**src/rtl/beat_timing_gen_pkg.sv**
```systemverilog
// Shared types and defaults for the CPU timing generator.
// Holds the beat encoding and its one-hot decode.
package cpu_timing_pkg;

  typedef enum logic [1:0] {
    BEAT_W1,
    BEAT_W2,
    BEAT_W3
  } beat_e;

  localparam int DEF_PHASES      = 3;
  localparam int DEF_SYNC_STAGES = 2;

  // Bit 0 is W1, bit 1 is W2, bit 2 is W3.
  function automatic logic [2:0] beat_onehot(beat_e b);
    logic [2:0] oh;
    oh = 3'b001;
    case (b)
      BEAT_W1: oh = 3'b001;
      BEAT_W2: oh = 3'b010;
      BEAT_W3: oh = 3'b100;
      default: oh = 3'b001;
    endcase
    return oh;
  endfunction

endpackage

```
**src/rtl/beat_timing_gen_if.sv**
```systemverilog
// Controller <-> timing generator signal bundle.
// The master is the controller/panel side; the slave is beat_timing_gen.
interface beat_timing_gen_if
  import cpu_timing_pkg::*;
  #(parameter int PHASES = DEF_PHASES);

  logic              qd;
  logic              short;
  logic              long;
  logic              stop;
  logic              step;
  logic [PHASES-1:0] t;
  logic              t3;
  logic              w1;
  logic              w2;
  logic              w3;
  logic              running;
  logic              instr_done;

  modport master (
    output qd, short, long, stop, step,
    input  t, t3, w1, w2, w3, running, instr_done
  );

  modport slave (
    input  qd, short, long, stop, step,
    output t, t3, w1, w2, w3, running, instr_done
  );

endinterface

```
**src/rtl/beat_timing_gen_button_sync.sv**
```systemverilog
// Panel button synchroniser with a registered one-clock rising-edge pulse.
// Clear is synchronous and active-low.
module button_sync #(
  parameter int STAGES = 2
) (
  input  logic clk,
  input  logic clr,
  input  logic btn,
  output logic pulse
);

  logic [STAGES-1:0] sync_q;
  logic              last_q;

  always_ff @(posedge clk) begin
    if (!clr) begin
      sync_q <= '0;
      last_q <= 1'b0;
      pulse  <= 1'b0;
    end else begin
      sync_q <= {sync_q[STAGES-2:0], btn};
      last_q <= sync_q[STAGES-1];
      pulse  <= sync_q[STAGES-1] & ~last_q;
    end
  end

endmodule

```
**src/rtl/beat_timing_gen.sv**
```systemverilog
// Beat (W1/W2/W3) and phase (t) generator for the hardwired controller.
// Optional SINGLE_STEP_EN: step=1 halts at each return to W1.
module beat_timing_gen
  import cpu_timing_pkg::*;
  #(
  parameter int PHASES      = DEF_PHASES,
  parameter int SYNC_STAGES = DEF_SYNC_STAGES
) (
  input  logic               clk,
  input  logic               clr,
  beat_timing_gen_if.slave   bus
);

  localparam logic [PHASES-1:0] T_FIRST = {{(PHASES-1){1'b0}}, 1'b1};

  logic              start_pulse;
  logic [PHASES-1:0] t_q;
  beat_e             beat_q;
  beat_e             next_beat;
  logic              running_q;
  logic              done_q;
  logic              halt_req;

  button_sync #(.STAGES(SYNC_STAGES)) u_qd_sync (
    .clk   (clk),
    .clr   (clr),
    .btn   (bus.qd),
    .pulse (start_pulse)
  );

  always_comb begin
    next_beat = BEAT_W1;
    case (beat_q)
      BEAT_W1: next_beat = bus.short ? BEAT_W1 : BEAT_W2;
      BEAT_W2: next_beat = bus.long  ? BEAT_W3 : BEAT_W1;
      default: next_beat = BEAT_W1;
    endcase
  end

`ifdef SINGLE_STEP_EN
  assign halt_req = bus.stop | (bus.step & (next_beat == BEAT_W1));
`else
  logic step_unused;
  assign step_unused = bus.step;
  assign halt_req    = bus.stop;
`endif

  // t_q == 0 while running marks the lead-in cycle after a start edge.
  always_ff @(posedge clk) begin
    if (!clr) begin
      running_q <= 1'b0;
      t_q       <= '0;
      beat_q    <= BEAT_W1;
      done_q    <= 1'b0;
    end else begin
      done_q <= 1'b0;
      if (!running_q) begin
        if (start_pulse) running_q <= 1'b1;
      end else if (t_q == '0) begin
        t_q <= T_FIRST;
      end else if (t_q[PHASES-1]) begin
        beat_q <= next_beat;
        done_q <= (next_beat == BEAT_W1);
        if (halt_req) begin
          running_q <= 1'b0;
          t_q       <= '0;
        end else begin
          t_q <= T_FIRST;
        end
      end else begin
        t_q <= t_q << 1;
      end
    end
  end

  assign bus.t                      = t_q;
  assign bus.t3                     = t_q[PHASES-1];
  assign {bus.w3, bus.w2, bus.w1}   = beat_onehot(beat_q);
  assign bus.running                = running_q;
  assign bus.instr_done             = done_q;

endmodule

```
**src/flat_wrapper.sv**
```systemverilog
// flat-port wrapper written by rule: the top's interface ports become plain ports
module beat_timing_gen_flat import cpu_timing_pkg::*;
#(
  parameter int PHASES      = DEF_PHASES,
  parameter int SYNC_STAGES = DEF_SYNC_STAGES
)
  (clk, clr, bus_qd, bus_short, bus_long, bus_stop, bus_step, bus_t, bus_t3, bus_w1, bus_w2, bus_w3, bus_running, bus_instr_done);
  beat_timing_gen_if #(.PHASES(PHASES)) bus_i ();
  input  logic clk;
  input  logic clr;
  input wire logic [$bits(bus_i.qd)-1:0] bus_qd;
  input wire logic [$bits(bus_i.short)-1:0] bus_short;
  input wire logic [$bits(bus_i.long)-1:0] bus_long;
  input wire logic [$bits(bus_i.stop)-1:0] bus_stop;
  input wire logic [$bits(bus_i.step)-1:0] bus_step;
  output wire logic [$bits(bus_i.t)-1:0] bus_t;
  output wire logic [$bits(bus_i.t3)-1:0] bus_t3;
  output wire logic [$bits(bus_i.w1)-1:0] bus_w1;
  output wire logic [$bits(bus_i.w2)-1:0] bus_w2;
  output wire logic [$bits(bus_i.w3)-1:0] bus_w3;
  output wire logic [$bits(bus_i.running)-1:0] bus_running;
  output wire logic [$bits(bus_i.instr_done)-1:0] bus_instr_done;
  assign bus_i.qd = bus_qd;
  assign bus_i.short = bus_short;
  assign bus_i.long = bus_long;
  assign bus_i.stop = bus_stop;
  assign bus_i.step = bus_step;
  assign bus_t = bus_i.t;
  assign bus_t3 = bus_i.t3;
  assign bus_w1 = bus_i.w1;
  assign bus_w2 = bus_i.w2;
  assign bus_w3 = bus_i.w3;
  assign bus_running = bus_i.running;
  assign bus_instr_done = bus_i.instr_done;
  beat_timing_gen #(.PHASES(PHASES), .SYNC_STAGES(SYNC_STAGES)) u_core (.clk(clk), .clr(clr), .bus(bus_i));
endmodule
```
**config.mk**
```make
export PLATFORM = sky130hd
export DESIGN_NAME = beat_timing_gen_flat
export DESIGN_NICKNAME = d
export VERILOG_FILES = /design/src/rtl/beat_timing_gen_pkg.sv /design/src/rtl/beat_timing_gen_if.sv /design/src/rtl/beat_timing_gen_button_sync.sv /design/src/rtl/beat_timing_gen.sv /design/src/flat_wrapper.sv
export SDC_FILE = /design/constraint.sdc
export NUM_CORES = 1
export LEC_CHECK = 0
export ABC_AREA = 1
export CORE_AREA = 4 4 41 43
export DETAILED_ROUTE_END_ITERATION = 7
export DIE_AREA = 0 0 45 47
export MAX_ROUTING_LAYER = met4
export PLACE_DENSITY = 0.67
export SLEW_MARGIN = 20
export SYNTH_ARGS = -nofsm -noshare
export SYNTH_HDL_FRONTEND = slang
export SYNTH_SLANG_ARGS = --single-unit
```
**constraint.sdc**
```tcl
create_clock -name clk -period 1.9 [get_ports clk]
set_input_delay 0.19 -clock clk [delete_from_list [all_inputs] [get_ports clk]]
set_output_delay 0.19 -clock clk [all_outputs]
set_load 0.02 [all_outputs]
```
== Word level (Yosys, flattened, before mapping) ==
Cells that the tools add are included.
Operators by class
  equal/unequal tests: 2
  mux-type cells: 12
  bitwise logic cells: 6
  reductions and logical operators: 5
Operator list (count)
  two-way mux 1 bit: 7
  two-way mux 3 bit: 2
  case mux 3 bit (2 select lines): 1
  NOT 1 bit: 5
  logical NOT 2 bit: 2
  case mux 2 bit (2 select lines): 1
  OR reduction 4 bit: 1
  logical NOT 3 bit: 1
  AND reduction 3 bit: 1
  == test 2 x 1 -> 1 bit, second input constant: 1
  == test 2 bit, second input constant: 1
  two-way mux 2 bit: 1
  bitwise AND 1 bit: 1
Storage, ports and cells
  flip-flop bits (word level): 11
  bits of input ports: 7
  output and inout port bits: 9
  word-level logic and storage cells: 32

== Depth between registers and ports, before layout ==
Gate-level depths: netlist of the first run.
  word-level depth: 4
  mapped depth: 5
  gate-level depth less buffers: 5

== Cells and area by module ==
A second synthesis of the first run with hierarchy kept.
Second synthesis, totals
  cell total of the unflattened synthesis: 50
  area total of the unflattened synthesis: 437.9 µm²
By module, submodules not included
  beat_timing_gen: times used 1, cells an instance 39, area an instance 329.1 µm², sequential area each 140.1 µm²
  button_sync: times used 1, cells an instance 11, area an instance 108.9 µm², sequential area each 80.1 µm²

== Least setup slack after synthesis of the first run ==
OpenSTA, ideal clock, no wires.
  path type: reg2out
  start: reg u_core.beat_q[0]
  end: out bus_w1
  arrival: 790 ps
  data required time: 1710 ps
  setup slack: 920 ps
  stages on the path, launching flop included: 4
  path buffers: 0
  cells stage by stage: dfxtp_1 inv_1 ha_1 inv_1
Between the ends
  cells in the longest elaborated chain, start to end: 2
  elaborated cells on any way between the ends: 3
  those cells by class: eq/ne (2); mux (1)
RTL lines
  start: declaration: RTL line beat_timing_gen.sv:18  | beat_e beat_q;
  start signal: assignment: RTL line beat_timing_gen.sv:62  | beat_q <= next_beat;
  == test 2 bit or == test 2 x 1 -> 1 bit (tied branches): RTL line beat_timing_gen_pkg.sv:18  | case (b)
  case mux 3 bit (2 select lines) *: RTL line beat_timing_gen_pkg.sv:18
  end: declaration: RTL line flat_wrapper.sv:18  | output wire logic [$bits(bus_i.w1)-1:0] bus_w1;
Every way passes the cells marked *; elsewhere a longest branch is shown, timed or not.

== Worst setup path after layout of the first run ==
Ends and elaborated chain as after synthesis.

==> results.json, run 1 <==
{
  "critPathKind": "reg -> out",
  "status": "completed",
  "ff2ff_path_depth": 4,
  "cts.path.max_buffers": 2,
  "dpl.cell_count": 79,
  "pwr-share-comb": 0.068,
  "vias_per_cell": 4.29,
  "root_buffer": "clkbuf_4",
  "num_vias": 356,
  "cts_resized": 0,
  "fmax_ghz": 0.552,
  "clock-sinks": 11,
  "worstMarginPinSlew_ns": 0.233,
  "cts_hold_buf": 0,
  "cp_max_fo": 3,
  "cts_tree": "done",
  "place_ws_ns": 0.366,
  "numPortBuffers": 14,
  "grt.total_usage": 0.0876,
  "numCtsBuffers": 3,
  "finalHoldViolations": 0,
  "cp-start-kind": "flip-flop",
  "ant_nets": 0,
  "first_pass_iters": 4,
  "nets": 79,
  "p_clk_frac": 0.370,
  "cellInternalPower_uw": 333,
  "placed_area_um2": 581,
  "synth_mux_area_frac": 0,
  "leakagePower_uw": 0.000257,
  "finClkSkew_ns": 0.00201,
  "grt_max_degree": 8,
  "grt_pass1_vias": 313,
  "finalNonFillerCells": 83,
  "slew_viol_final": 0,
  "switching_share": 0.216,
  "grt_pass1_wl_mm": 1.21,
  "setup_violations": 0,
  "cts.htree.levels": 1,
  "dieArea_mm2": 0.00212,
  "post-route-drc-count": 0,
  "power_frac_seq": 0.562,
  "core_mm2": 0.00130,
  "fillerInstances": 139,
  "die_h_um": 47,
  "endpoint_kind": "primary output",
  "ys_seq_area_frac": 0.513,
  "syn_avg_cell_area_um2": 8.41,
  "synth_top_family_by_area": "simple AND/OR/NAND/NOR gates",
  "dieWidth_um": 45,
  "peakVddDrop_mv": 0.403,
  "grt-ovfl-total": 0,
  "hold_class": "reg -> reg",
  "synth_compound_area_frac": 0.131,
  "arrival_ns": 1.62,
  "power_density_mw_per_mm2": 700,
  "syn-instance-count": 51,
  "drt_first_iter_violations": 5,
  "final_util": 0.466,
  "switching_power_uw": 91.6,
  "ioPinCount": 16,
  "rsz0062_at_grt": "false",
  "yosysUniqueCellTypes": 13,
  "clk_pin_slew_worst_paths_ns": 0.07,
  "min_path_cells": 1,
  "routedWlPerCell_um": 9.08,
  "post-route-cell-area_um2": 607,
  "min_period_ns": 1.81,
  "fin_ws_ns": 0.0892,
  "drive_gt1_frac": 0.103,
  "drt_wl_total_um": 754,
  "cts_setup_buffers": 0,
  "layout_common_cells": "clkdlybuf4s50_1, nand2_1, dfxtp_1, inv_1, nor2_1",
  "diodes": 0,
  "slew_headroom": 0.844,
  "yosysWarningCount": 0,
  "syn_area_um2": 429,
  "antenna_found_initial": 0,
  "final_common_cell": "clkdlybuf4s50_1",
  "dp_hpwl_um": 594,
  "syn_to_final_growth_pct": 41.4,
  "fin_tns_setup_ns": 0,
  "clk_latency_ns": 0.26,
  "synthAdderAreaFrac": 0.0875,
  "gp_congestion": 0.628,
  "std_cell_rows": 13,
  "synthesis.nets": 61,
  "synth_seq_cells": 11,
  "start_util": 0.330,
  "synth-simple-area-share": 0.155,
  "required_ns": 1.71,
  "fin_crit_sh": 0.953,
  "synth-xor-area-share": 0,
  "maxCapViolations": 0
}
-- sequential cells by signal, indices dropped and copies added, names as in the netlist --
name / cells
u_core.u_qd_sync.last_q: 1
u_core.u_qd_sync.sync_q: 2
u_core.bus.running: 1
u_core.bus.t: 3
u_core.bus.instr_done: 1
u_core.u_qd_sync.pulse: 1
u_core.beat_q: 2
-- Yosys cell counts (all sizes together) --
library cell / n / area, um2
nor2: 4 / 15.0
nand2: 11 / 41.3
o21ai: 1 / 8.76
o22ai: 2 / 12.5
nand3: 2 / 10.0
buf: 1 / 7.51
inv: 11 / 41.3
ha: 3 / 37.5
a21oi: 4 / 27.5
o21a: 1 / 7.51
dfxtp: 11 / 220
-- routing by layer --
layer	up-vias	track usage	share of wire	wire length (um)
li1	192	-	-	-
met5	-	-	0	0
met2	8	0.121	0.48	359
met1	156	0.0989	0.45	338
met4	0	0.0877	0	0
met3	0	0.0230	0.074	56
-- critical path: stages (launching register included) --
cell             delay, ns
dfxtp_1               0.33
inv_1                 0.07
ha_1                  0.29
inv_1                 0.06
clkdlybuf4s50_1       0.60
-- kinds of logic (layout without fill, tap and decap cells) --
logic type               Yosys count  count (layout)
adder cells (fa/ha/maj)            3               3
buffers and inverters             12              29
AND/OR/NAND/NOR                   17              17
AO/OA/AOI/OAI                      8               8
flip-flops                        11              11
-- layout make-up --
type | count | area [um2] | share of cell area
inverters | 11 | 41.3 | 0.0680
flip-flops and latches | 11 | 220 | 0.363
well taps | 15 | 18.8 | 0.0309
repair buffers | 14 | 140 | 0.231
multi-input cells | 28 | 160 | 0.264
clock buffers | 4 | 26.3 | 0.0433
-- final timing paths --
| path | start | to | slack (ns) |
|---|---|---|---|
| max reg2reg | u_core.bus.running | u_core.bus.t[0] | 1.02 |
| max | u_core.beat_q[0] | bus_w1 | 0.09 |
| min | u_core.u_qd_sync.last_q | u_core.u_qd_sync.pulse | 0.39 |
| min reg2reg | u_core.u_qd_sync.last_q | u_core.u_qd_sync.pulse | 0.39 |
-- power groups by stage --
stage	sequential [uW]	clock [uW]	combinational (uW)
floorplan	246	0	9.98
global placement	244	0	28.8
detailed placement	244	0	29.1
CTS	239	168	29.2
global route	240	175	32.1
finish	239	157	28.8
-- metrics by stage --
| stage | hold WS [ns] | power, uW |
|---|---|---|
| finish | 0.388 | 425 |
| global route | 0.414 | 446 |
| CTS | 0.390 | 436 |
| detailed placement | 0.380 | 273 |
| global placement | 0.371 | 273 |
| floorplan | 0.283 | 256 |
(Power assumes the default switching activity.)
==> run 2, diff against run 1 <==
Settings changed: RECOVER_POWER from default to 50.
==> results.json, run 2 (synthesis results as in run 1) <==
{
  "fin_ws_ns": 0.0891,
  "fin_crit_sh": 0.953,
  "clk_latency_ns": 0.26,
  "clk_pin_slew_worst_paths_ns": 0.07,
  "fin_tns_setup_ns": 0,
  "endpoint_kind": "primary output",
  "finalHoldViolations": 0,
  "grt_pass1_wl_mm": 1.21,
  "status": "completed",
  "fmax_ghz": 0.552,
  "grt_max_degree": 8,
  "start_util": 0.330,
  "maxCapViolations": 0,
  "setup_violations": 0,
  "num_vias": 353,
  "grt-ovfl-total": 0,
  "ant_nets": 0,
  "cp-start-kind": "flip-flop",
  "numCtsBuffers": 3,
  "dieArea_mm2": 0.00212,
  "rsz0062_at_grt": "false",
  "arrival_ns": 1.62,
  "drt_first_iter_violations": 7,
  "hold_class": "reg -> reg",
  "layout_common_cells": "clkdlybuf4s50_1, inv_1, nand2_1, dfxtp_1, nor2_1",
  "root_buffer": "clkbuf_4",
  "slew_viol_final": 0,
  "cts_resized": 0,
  "syn_to_final_growth_pct": 40.5,
  "final_util": 0.463,
  "clock-sinks": 11,
  "std_cell_rows": 13,
  "vias_per_cell": 4.25,
  "cts.htree.levels": 1,
  "slew_headroom": 0.847,
  "ioPinCount": 16,
  "switching_share": 0.215,
  "cts_setup_buffers": 0,
  "finClkSkew_ns": 0.00192,
  "fillerInstances": 141,
  "post-route-drc-count": 0,
  "worstMarginPinSlew_ns": 0.229,
  "routedWlPerCell_um": 9.08,
  "pwr-share-comb": 0.066,
  "switching_power_uw": 91.2,
  "largest_register_ffs": 3,
  "nets": 79,
  "final_common_cell": "clkdlybuf4s50_1",
  "die_h_um": 47,
  "p_clk_frac": 0.371,
  "cellInternalPower_uw": 332,
  "cp_max_fo": 3,
  "total_power_uw": 423,
  "cts.path.max_buffers": 2,
  "power_density_mw_per_mm2": 702,
  "grt.total_usage": 0.0876,
  "power_frac_seq": 0.563,
  "antenna_found_initial": 0,
  "critPathKind": "reg -> out",
  "min_period_ns": 1.81,
  "drive_gt1_frac": 0.0735,
  "grt_pass1_vias": 313,
  "first_pass_iters": 3,
  "core_mm2": 0.00130,
  "cts_hold_buf": 0,
  "dieWidth_um": 45,
  "dp_hpwl_um": 594,
  "numPortBuffers": 14,
  "place_ws_ns": 0.366,
  "diodes": 0,
  "drt_wl_total_um": 754,
  "required_ns": 1.71,
  "peakVddDrop_mv": 0.403,
  "leakagePower_uw": 0.000257,
  "cts_tree": "done",
  "r2r_slack_ns": 0.94,
  "gp_congestion": 0.628
}
## run 2: path summary, 6_finish.rpt
check	from	end	cells past startpoint
max	u_core.beat_q[0]	bus_w1	4
min	u_core.u_qd_sync.last_q	u_core.u_qd_sync.pulse	1
max reg2reg	u_core.bus.running	u_core.bus.t[0]	4
min reg2reg	u_core.u_qd_sync.last_q	u_core.u_qd_sync.pulse	1
## run 2: critical path, cell delays in order, from the launching register on
cell             delay (ns)
dfxtp_1                0.33
inv_1                  0.07
ha_1                   0.29
inv_1                  0.06
clkdlybuf4s50_1        0.60
## run 2: layout make-up
| type | instances | area [um2] | share of cell area |
|---|---|---|---|
| Timing Repair Buffer | 14 | 140 | 0.232 |
| Clock buffer | 4 | 26.3 | 0.0436 |
| Sequential cell | 11 | 220 | 0.365 |
| Multi-Input combinational cell | 28 | 156 | 0.259 |
| Tap cell | 15 | 18.8 | 0.0311 |
| Inverter | 11 | 41.3 | 0.0685 |
## run 2: metal layers
| metal | routed length (um) | track usage | share of wire | up-vias |
|---|---|---|---|---|
| met3 | 55 | 0.0230 | 0.073 | 2 |
| met1 | 330 | 0.0989 | 0.44 | 153 |
| met2 | 363 | 0.121 | 0.48 | 8 |
| li1 | - | - | - | 190 |
| met4 | 5 | 0.0877 | 0.0066 | 0 |
| met5 | 0 | - | 0 | - |
## run 2: stage by stage
step	instance area, um2	hold slack [ns]	std cells
6_report	603	0.388	83
5_1_grt	603	0.414	83
4_1_cts	607	0.390	83
3_5_place_dp	581	0.380	79
3_3_place_gp	581	0.371	79
2_1_floorplan	429	0.283	51
## run 2: power by group through the flow
stage / Clock [uW] / Sequential, uW / Combinational, uW
after global placement: 0 / 244 / 28.8
final: 157 / 239 / 27.9
after global routing: 175 / 239 / 31.2
after floorplan: 0 / 246 / 9.98
after detailed placement: 0 / 244 / 29.1
after CTS: 168 / 239 / 29.2
